`src/rtl/keypad_scan_fifo_if.sv`:
```
// Consumer-side bundle of the keypad scanner: key FIFO head,
// pop handshake, status flags and interrupt.
interface keypad_scan_fifo_if #(
  parameter int FIFO_DEPTH = 4
);
  localparam int LW = $clog2(FIFO_DEPTH) + 1;

  logic          key_valid;
  logic [3:0]    key_code;
  logic          key_pop;
  logic [LW-1:0] fifo_level;
  logic          key_down;
  logic          overflow;
  logic          ovf_clr;
  logic          irq;

  modport master (
    output key_valid, key_code, fifo_level,
    output key_down, overflow, irq,
    input  key_pop, ovf_clr
  );

  modport slave (
    input  key_valid, key_code, fifo_level,
    input  key_down, overflow, irq,
    output key_pop, ovf_clr
  );
endinterface

```
`src/rtl/keypad_scan_fifo.sv`:
```
// 4x4 keypad row scanner with sweep debounce and a small
// FIFO of key-press events.
module keypad_scan_fifo #(
  parameter int ROW_CYCLES = 1000,
  parameter int DEBOUNCE   = 4,
  parameter int FIFO_DEPTH = 4
) (
  input  logic       clk,
  input  logic       reset,
  input  logic [3:0] col_in,
  output logic [3:0] row_out,
  output logic [3:0] row_oeb,
  keypad_scan_fifo_if.master kp
);
  localparam int CW = $clog2(ROW_CYCLES);
  localparam int DW = $clog2(DEBOUNCE + 1);
  localparam int AW = $clog2(FIFO_DEPTH);
  localparam int LW = AW + 1;
  localparam logic [CW-1:0] LAST = CW'(ROW_CYCLES - 1);
  localparam logic [DW-1:0] DMAX = DW'(DEBOUNCE);
  localparam logic [LW-1:0] FULL = LW'(FIFO_DEPTH);

  typedef enum logic [1:0] {
    S_NONE, S_KEY, S_MULTI
  } kind_e;

  typedef struct packed {
    kind_e      kind;
    logic [3:0] code;
  } res_t;

  localparam res_t R_NONE = '{kind: S_NONE, code: 4'h0};

  logic [CW-1:0] cnt_q, cnt_d;
  logic [1:0]    row_q, row_d;
  logic [11:0]   masks_q, masks_d;
  res_t          prev_q, prev_d;
  res_t          stable_q, stable_d;
  logic [DW-1:0] dbc_q, dbc_d;
  logic [3:0]    mem_q [FIFO_DEPTH];
  logic [3:0]    mem_d [FIFO_DEPTH];
  logic [AW-1:0] wp_q, wp_d, rp_q, rp_d;
  logic [LW-1:0] level_q, level_d;
  logic [3:0]    head_q, head_d;
  logic          ovf_q, ovf_d;

  logic [3:0]  smp;
  logic [15:0] all16;
  logic [4:0]  nbits;
  logic [3:0]  hit;
  res_t        res;
  logic        push, pop, push_ok, drop;

  assign smp   = ~col_in;
  assign all16 = {smp, masks_q};

  // Row 3 is classified straight from the live sample.
  always_comb begin
    nbits = '0;
    hit   = '0;
    for (int i = 0; i < 16; i++) begin
      if (all16[i]) begin
        nbits = nbits + 5'd1;
        hit   = 4'(i);
      end
    end
    res = R_NONE;
    if (nbits == 5'd1) begin
      res = '{kind: S_KEY, code: hit};
    end else if (nbits != 5'd0) begin
      res = '{kind: S_MULTI, code: 4'h0};
    end
  end

  always_comb begin
    cnt_d    = cnt_q + CW'(1);
    row_d    = row_q;
    masks_d  = masks_q;
    prev_d   = prev_q;
    dbc_d    = dbc_q;
    stable_d = stable_q;
    push     = 1'b0;
    if (cnt_q == LAST) begin
      cnt_d = '0;
      row_d = row_q + 2'd1;
      unique case (row_q)
        2'd0: masks_d[3:0]  = smp;
        2'd1: masks_d[7:4]  = smp;
        2'd2: masks_d[11:8] = smp;
        2'd3: begin
          prev_d = res;
          if (res == prev_q) begin
            dbc_d = (dbc_q == DMAX) ? dbc_q : dbc_q + DW'(1);
          end else begin
            dbc_d = DW'(1);
          end
          if (dbc_d == DMAX && res != stable_q) begin
            stable_d = res;
            push     = (res.kind == S_KEY);
          end
        end
      endcase
    end
  end

  always_comb begin
    pop     = kp.key_pop && (level_q != '0);
    push_ok = push && ((level_q != FULL) || pop);
    drop    = push && (level_q == FULL) && !pop;
    mem_d   = mem_q;
    wp_d    = wp_q;
    rp_d    = rp_q;
    if (push_ok) begin
      mem_d[wp_q] = stable_d.code;
      wp_d        = wp_q + AW'(1);
    end
    if (pop) begin
      rp_d = rp_q + AW'(1);
    end
    level_d = level_q + LW'(push_ok) - LW'(pop);
    head_d  = (level_d != '0) ? mem_d[rp_d] : head_q;
    ovf_d   = drop | (ovf_q & ~kp.ovf_clr);
  end

  always_ff @(posedge clk) begin
    if (reset) begin
      cnt_q    <= '0;
      row_q    <= '0;
      masks_q  <= '0;
      prev_q   <= R_NONE;
      stable_q <= R_NONE;
      dbc_q    <= '0;
      for (int i = 0; i < FIFO_DEPTH; i++) begin
        mem_q[i] <= '0;
      end
      wp_q     <= '0;
      rp_q     <= '0;
      level_q  <= '0;
      head_q   <= '0;
      ovf_q    <= 1'b0;
    end else begin
      cnt_q    <= cnt_d;
      row_q    <= row_d;
      masks_q  <= masks_d;
      prev_q   <= prev_d;
      stable_q <= stable_d;
      dbc_q    <= dbc_d;
      mem_q    <= mem_d;
      wp_q     <= wp_d;
      rp_q     <= rp_d;
      level_q  <= level_d;
      head_q   <= head_d;
      ovf_q    <= ovf_d;
    end
  end

  assign row_out       = reset ? 4'hE : ~(4'b0001 << row_q);
  assign row_oeb       = {4{reset}};
  assign kp.key_valid  = (level_q != '0);
  assign kp.irq        = (level_q != '0);
  assign kp.key_code   = head_q;
  assign kp.fifo_level = level_q;
  assign kp.key_down   = (stable_q.kind == S_KEY);
  assign kp.overflow   = ovf_q;
endmodule

```
`src/flat_wrapper.sv`:
```
// flat-port wrapper written by rule: the top's interface ports become plain ports
module keypad_scan_fifo_flat 
#(
  parameter int ROW_CYCLES = 1000,
  parameter int DEBOUNCE   = 4,
  parameter int FIFO_DEPTH = 4
)
  (clk, reset, col_in, row_out, row_oeb, kp_key_valid, kp_key_code, kp_fifo_level, kp_key_down, kp_overflow, kp_irq, kp_key_pop, kp_ovf_clr);
  keypad_scan_fifo_if #(.FIFO_DEPTH(FIFO_DEPTH)) kp_i ();
  input  logic clk;
  input  logic reset;
  input  logic [3:0] col_in;
  output logic [3:0] row_out;
  output logic [3:0] row_oeb;
  output wire logic [$bits(kp_i.key_valid)-1:0] kp_key_valid;
  output wire logic [$bits(kp_i.key_code)-1:0] kp_key_code;
  output wire logic [$bits(kp_i.fifo_level)-1:0] kp_fifo_level;
  output wire logic [$bits(kp_i.key_down)-1:0] kp_key_down;
  output wire logic [$bits(kp_i.overflow)-1:0] kp_overflow;
  output wire logic [$bits(kp_i.irq)-1:0] kp_irq;
  input wire logic [$bits(kp_i.key_pop)-1:0] kp_key_pop;
  input wire logic [$bits(kp_i.ovf_clr)-1:0] kp_ovf_clr;
  assign kp_key_valid = kp_i.key_valid;
  assign kp_key_code = kp_i.key_code;
  assign kp_fifo_level = kp_i.fifo_level;
  assign kp_key_down = kp_i.key_down;
  assign kp_overflow = kp_i.overflow;
  assign kp_irq = kp_i.irq;
  assign kp_i.key_pop = kp_key_pop;
  assign kp_i.ovf_clr = kp_ovf_clr;
  keypad_scan_fifo #(.ROW_CYCLES(ROW_CYCLES), .DEBOUNCE(DEBOUNCE), .FIFO_DEPTH(FIFO_DEPTH)) u_core (.clk(clk), .reset(reset), .col_in(col_in), .row_out(row_out), .row_oeb(row_oeb), .kp(kp_i));
endmodule
```
`config.mk`:
```
export PLATFORM = sky130hd
export DESIGN_NAME = keypad_scan_fifo_flat
export DESIGN_NICKNAME = d
export VERILOG_FILES = /design/src/rtl/keypad_scan_fifo_if.sv /design/src/rtl/keypad_scan_fifo.sv /design/src/flat_wrapper.sv
export SDC_FILE = /design/constraint.sdc
export NUM_CORES = 1
export LEC_CHECK = 0
export ABC_AREA = 1
export BUFFER_PORTS_ARGS = -buffer_cell sky130_fd_sc_hd__buf_2
export CAP_MARGIN = 0
export CORE_MARGIN = 2
export CORE_UTILIZATION = 40
export DETAILED_ROUTE_END_ITERATION = 7
export PLACE_DENSITY = 0.63
export SYNTH_ARGS = -nofsm -noshare
export SYNTH_HDL_FRONTEND = slang
export SYNTH_SLANG_ARGS = --single-unit
```
`constraint.sdc`:
```
create_clock -name clk -period 10.65 [get_ports clk]
set_clock_uncertainty 0.1 [all_clocks]
set_input_delay 0 -clock clk [delete_from_list [all_inputs] [get_ports clk]]
set_output_delay 0 -clock clk [all_outputs]
set_load 0.01 [all_outputs]
```
==> results of run 1 <==
-- final timing paths --
| check | endpoint | start | slack [ns] | cells past startpoint |
|---|---|---|---|---|
| hold / removal | u_core.kp.fifo_level[0] | reset | 0.09 | 2 |
| setup / recovery | u_core.kp.key_code[1] | u_core.masks_q[0] | 0.71 | 63 |
| setup reg to reg | u_core.kp.key_code[1] | u_core.masks_q[0] | 0.71 | 63 |
| hold reg to reg | u_core.cnt_q[0] | u_core.cnt_q[0] | 0.35 | 1 |
-- flip-flops by register name, indices dropped and copies added (netlist names) --
register and count:
u_core.mem_q 16, u_core.masks_q 12, u_core.cnt_q 10, u_core.prev_q 6, u_core.stable_q 6, u_core.kp.key_code 4, u_core.dbc_q 3, u_core.kp.fifo_level 3
u_core.row_q 2, u_core.rp_q 2, u_core.wp_q 2, u_core.kp.overflow 1
-- Yosys cell counts (all sizes together) --
| cell | number |
|---|---|
| a211oi | 2 |
| a21boi | 3 |
| a21o | 1 |
| a21oi | 56 |
| a31oi | 1 |
| buf | 6 |
| clkbuf | 9 |
| dfxtp | 67 |
| fa | 1 |
| ha | 28 |
| inv | 153 |
| nand2 | 254 |
| nand3 | 95 |
| nand3b | 4 |
| nand4 | 8 |
| nor2 | 60 |
| nor3 | 8 |
| nor3b | 2 |
| nor4 | 3 |
| o211ai | 1 |
| o21ai | 41 |
| o21bai | 1 |
| o22ai | 1 |
| o311ai | 1 |
| or2 | 4 |
| xor2 | 4 |
-- power by group through the flow --
stage | registers (mW) | logic, mW | clock network (mW)
6_report | 0.273 | 0.286 | 0.322
5_1_grt | 0.275 | 0.321 | 0.340
4_1_cts | 0.273 | 0.233 | 0.328
3_5_place_dp | 0.278 | 0.231 | 0
3_3_place_gp | 0.278 | 0.229 | 0
2_1_floorplan | 0.282 | 0.171 | 0
-- worst max-delay path: cells and delay by family (launching register included) --
family | cells | cell delay (ns)
adders and majority gates | 16 | 4.28
and+or+nand+nor | 35 | 3.76
buffers and inverters | 9 | 0.59
xor gates and xnor gates | 1 | 0.42
AOI/OAI and AO/OA | 2 | 0.38
DFF | 1 | 0.33
-- metal layers --
layer	global-route usage	vias to the layer above	part of all wire
li1	-	2658	-
met1	0.226	2119	0.50
met2	0.284	68	0.45
met3	0.0249	17	0.031
met4	0.0532	0	0.016
met5	0	-	0
-- final cells by class --
type	count	area [um^2]	share of cell area
timing repair buffer	45	278	0.0473
clock buffer	10	239	0.0407
inverter	153	577	0.0982
sequential	67	1340	0.228
multi-input combinational	579	3140	0.534
clock inverter	6	88.8	0.0151
tap	172	215	0.0366
-- kinds of logic after synthesis --
kind of cell               after synthesis  share of synthesized area
buffers and inverters                  168                      0.130
adders and majority gates               29                     0.0734
xor gates and xnor gates                 4                    0.00694
and+or+nand+nor                        438                      0.405
AOI/OAI and AO/OA                      108                      0.118
DFF                                     67                      0.266
-- per-stage QoR --
stage / hold WS, ns / util / setup TNS [ns] / total power [mW]
floorplan: -0.00823 / - / 0 / 0.453
global placement: 0.158 / 0.426 / 0 / 0.507
detailed placement: 0.167 / 0.426 / 0 / 0.509
CTS: 0.0918 / 0.454 / 0 / 0.833
global route: 0.128 / 0.471 / -0.652 / 0.936
finish: 0.0942 / 0.471 / 0 / 0.881
-- timing repair --
action	in CTS	in global routing
setup endpoints to repair	0	5
hold buffers	2	0
resized for setup	0	26
buffers inserted	0	17
hold endpoints to repair	1	0
==> run summary, run 1 <==
DRC Markers = 0
H-tree depth = 3
final std cells w/o fill = 1,032
Post-Synthesis Cells = 814
YS warnings = 0
switching share of power = 0.328
Crit path top cell by count = nand2_1
internal power = 0.592 mW
die area = 0.0135 mm^2
Die Y = 116 um
worst skew pair latency = 0.33 ns
Longest Clk Path Bufs = 2
CTS buffer count = 9
P_leak = 3.09 nW
number of synthesized register bits = 67
sequential power share = 0.310
Sw Pwr = 0.289 mW
clock share of power = 0.365
nets = 892
GRT Overall Usage = 0.170
clock sink count = 67
Synth area leaders = dfxtp_1 27%, nand2_1 17%, inv_1 11%, nand3_1 8.2%, ha_1 6.9%
outcome = finished, final reports clean
antenna violations before repair = 0
Final setup viols = 0
cell area after layout = 0.00587 mm^2
Comb power frac = 0.324
Core Box Area = 0.0125 mm^2
Yosys top cell area share = 0.266
CP Class = reg2reg
layout cells sized above 1 = 0.162
Antenna Cells = 0
DRT iter0 DRCs = 222
vias per cell = 4.71
startpoint types = flip-flop
vias = 4,862
Final Hold Fails = 0
Cell Area, Synth = 0.00505 mm^2
I/O pin count = 27
Max-cap violations = 0
Tcrit/Tclk final = 0.933
final slew viol count = 0
Routed WL = 11,000 um
min-delay worst type = in2reg
vias in the first global route = 4,396
number of fillers in the final layout = 1,310
CP arrival = 10.07 ns
commonest non-fill, non-tap cell in the layout = nand2_1
antenna-violating nets left = 0
placement-stage worst setup slack = 0.523 ns
Initial Utilization = 0.405
Mapped Nets = 851
largest area contributor in the netlist = dfxtp_1
Setup crit end kind = flip-flop
Slew @ Worst Pin = 0.846 ns
Post-DP Area = 0.00531 mm^2
Crit path largest cell delay = 0.44 ns
DR WL/cell = 10.7 um
area delta synth->final = 16.4%
largest net degree at the start of global routing = 38
first-pass GRT wire length = 19,000 um
most frequent cells in the layout = 220 x nand2_1, 143 x inv_1, 82 x nand3_1, 67 x dfxtp_1, 55 x a21oi_1
DP Cell Count = 997
register area share after synthesis = 0.266
row cnt = 41
Port Buffer Count = 26
CP max FO = 8
CTS tree = built
Max Clk Rate = 101 MHz
CP max-delay cell = fa_2
setup ws final = 0.710 ns
CTS root buf = clkbuf_16
Tmin final = 9.94 ns
detailed placement HPWL = 8210 um
Worst-path clk slew = 0.06 ns
syn_area_per_cell = 6.20 um^2
VDD IR max = 200 uV
GPL Wtd Cong = 0.817
Pwr Density = 150 mW/mm^2
drt pass-1 iters = 5
Distinct cells, synth = 41
Slew Limit Headroom = 0.436
Critical Path RT = 10.78 ns
global route overflow = 0
Die Span X = 116 um
No activity file was read; power rests on OpenSTA's default activity.
==> run 2: changes to the inputs <==
CORE_MARGIN = 3   (was 2)
PLACE_DENSITY = unset   (was 0.63)
PLACE_DENSITY_LB_ADDON = 0.2   (was unset)
==> run 2 against run 1 <==
Via count is 1.5% lower. Global-route usage is 1.4 points lower. Wire length is 2.6% lower. Flip-flop and latch count stayed put. Non-clock buffer count is 2 lower. First-iteration DRC count is 20% lower. Clock power is 2% lower. Cell count is 0.58% lower. Highest routed layer unchanged.
==> run summary, run 2 (synthesis results as in run 1) <==
Buf+Inv Stages, Crit Path = 9 (unchanged)
vias per cell = 4.67 (was 4.71)
vias = 4,789 (was 4,862)
max FFs per register = 16 (unchanged)
GPL Wtd Cong = 0.837 (was 0.817)
row cnt = 40 (was 41)
global route overflow = 0 (unchanged)
DRC Markers = 0 (unchanged)
Final setup viols = 0 (unchanged)
startpoint types = flip-flop (unchanged)
FF-to-FF path depth = 68 (was 63)
Max Clk Rate = 103 MHz (was 101 MHz)
antenna violations before repair = 0 (unchanged)
CP max-delay cell = fa_2 (unchanged)
die area = 0.0140 mm^2 (was 0.0135 mm^2)
vias in the first global route = 4,370 (was 4,396)
Antenna Cells = 0 (unchanged)
Tcrit/Tclk final = 0.916 (was 0.933)
CTS root buf = clkbuf_16 (unchanged)
biggest registers after layout = u_core.mem_q: 16 flops, u_core.masks_q: 12 flops, u_core.cnt_q: 10 flops (unchanged)
detailed placement HPWL = 8320 um (was 8210 um)
CTS buffer count = 9 (unchanged)
Port Buffer Count = 26 (unchanged)
first-pass GRT wire length = 18,900 um (was 19,000 um)
Pwr Density = 150 mW/mm^2 (about the same)
Final Hold Fails = 0 (unchanged)
largest reg by FF count = u_core.mem_q (unchanged)
Tmin final = 9.75 ns (was 9.94 ns)
Die Y = 118 um (was 116 um)
Longest Clk Path Bufs = 2 (unchanged)
most frequent cells in the layout = 227 x nand2_1, 144 x inv_1, 82 x nand3_1, 67 x dfxtp_1, 56 x a21oi_1 (was 220 x nand2_1, 143 x inv_1, 82 x nand3_1, 67 x dfxtp_1, 55 x a21oi_1)
H-tree depth = 3 (unchanged)
layout cells sized above 1 = 0.147 (was 0.162)
CTS tree = built (unchanged)
GRT Overall Usage = 0.156 (was 0.170)
Crit path largest cell delay = 0.43 ns (was 0.44 ns)
Die Span X = 118 um (was 116 um)
nets = 890 (was 892)
P_leak = 3.08 nW (was 3.09 nW)
Max-cap violations = 0 (unchanged)
Worst Setup SP = u_core.masks_q[0] (unchanged)
largest net degree at the start of global routing = 38 (unchanged)
Crit path depth = 68 (was 63)
hold path depth = 2 (unchanged)
DR WL/cell = 10.4 um (was 10.7 um)
outcome = finished, final reports clean (unchanged)
setup ws final = 0.899 ns (was 0.710 ns)
number of fillers in the final layout = 1,303 (was 1,310)
commonest non-fill, non-tap cell in the layout = nand2_1 (unchanged)
final slew viol count = 0 (unchanged)
Core Box Area = 0.0122 mm^2 (was 0.0125 mm^2)
antenna-violating nets left = 0 (unchanged)
Sw Pwr = 0.286 mW (was 0.289 mW)
hold path start = reset (unchanged)
clock share of power = 0.361 (was 0.365)
placement-stage worst setup slack = 0.538 ns (was 0.523 ns)
worst skew pair latency = 0.32 ns (was 0.33 ns)
drt pass-1 iters = 5 (unchanged)
R2R Path Start = u_core.masks_q[0] (unchanged)
Crit path top cell by count = nand2_1 (unchanged)
CP top delay family = adder cells (unchanged)
Setup crit end kind = flip-flop (unchanged)
Worst-path clk slew = 0.06 ns (about the same)
Slew Limit Headroom = 0.467 (was 0.436)
Comb power frac = 0.326 (was 0.324)
Initial Utilization = 0.415 (was 0.405)
Slew @ Worst Pin = 0.798 ns (was 0.846 ns)
switching share of power = 0.329 (was 0.328)
clock sink count = 67 (unchanged)
internal power = 0.584 mW (was 0.592 mW)
min-delay worst type = in2reg (unchanged)
CP arrival = 9.88 ns (was 10.07 ns)
sequential power share = 0.314 (was 0.310)
Critical Path RT = 10.78 ns (about the same)
Routed WL = 10,700 um (was 11,000 um)
DRT iter0 DRCs = 177 (was 222)
final hold slack = 0.118 ns (was 0.0942 ns)
I/O pin count = 27 (unchanged)
area delta synth->final = 15.2% (was 16.4%)
CP max FO = 8 (unchanged)
VDD IR max = 171 uV (was 200 uV)
CP Class = reg2reg (unchanged)
-- run 2: cell types whose count changed in the layout (fill, tap and decap cells not counted), sizes merged --
| cell | delta |
|---|---|
| buf | -2 |
| clkinv | -1 |
| inv | +1 |
-- run 2: path summary, 6_finish.rpt --
check                                        endpoint  slack [ns]
worst max-delay path            u_core.kp.key_code[3]        0.90
worst min-delay path               u_core.stable_q[2]        0.12
worst max register to register  u_core.kp.key_code[3]        0.90
worst min register to register        u_core.cnt_q[0]        0.35
-- run 2: what timing repair did --
item / CTS / global route
hold buffers: 2 / 0
gates resized for setup: 0 / 18
setup endpoints to repair: 0 / 5
setup buffers: 0 / 15
hold endpoints to repair: 1 / 0
-- run 2: routing by layer --
metal / GRT usage / routed length (um) / share of wire / vias up
met5: 0 / 0 / 0 / -
met4: 0.0527 / 151 / 0.014 / 0
met3: 0.0230 / 292 / 0.027 / 9
met2: 0.260 / 4850 / 0.45 / 50
met1: 0.207 / 5430 / 0.51 / 2075
li1: - / - / - / 2655
-- run 2: cell type report --
type	count	area (um^2)	area share
Tap cell	168	210	0.0361
Timing Repair Buffer	43	263	0.0452
Sequential cell	67	1340	0.231
Clock inverter	6	88.8	0.0153
Multi-Input combinational cell	579	3110	0.534
Inverter	153	577	0.0992
Clock buffer	10	229	0.0394
-- run 2: power by group through the flow --
stage          Clock (mW)  Sequential, mW  Combinational, mW
5_1_grt             0.331           0.274              0.317
6_report            0.314           0.273              0.284
4_1_cts             0.322           0.273              0.233
3_5_place_dp            0           0.278              0.231
2_1_floorplan           0           0.282              0.171
3_3_place_gp            0           0.278              0.230
-- run 2: stage by stage --
| step | power [mW] | setup TNS (ns) | area (um^2) | utilization | instances |
|---|---|---|---|---|---|
| floorplan | 0.453 | 0 | 5050 | - | 814 |
| global placement | 0.508 | 0 | 5300 | 0.436 | 993 |
| detailed placement | 0.509 | 0 | 5300 | 0.436 | 993 |
| CTS | 0.828 | 0 | 5640 | 0.464 | 1011 |
| global route | 0.923 | -0.0250 | 5820 | 0.478 | 1026 |
| finish | 0.870 | 0 | 5820 | 0.478 | 1026 |
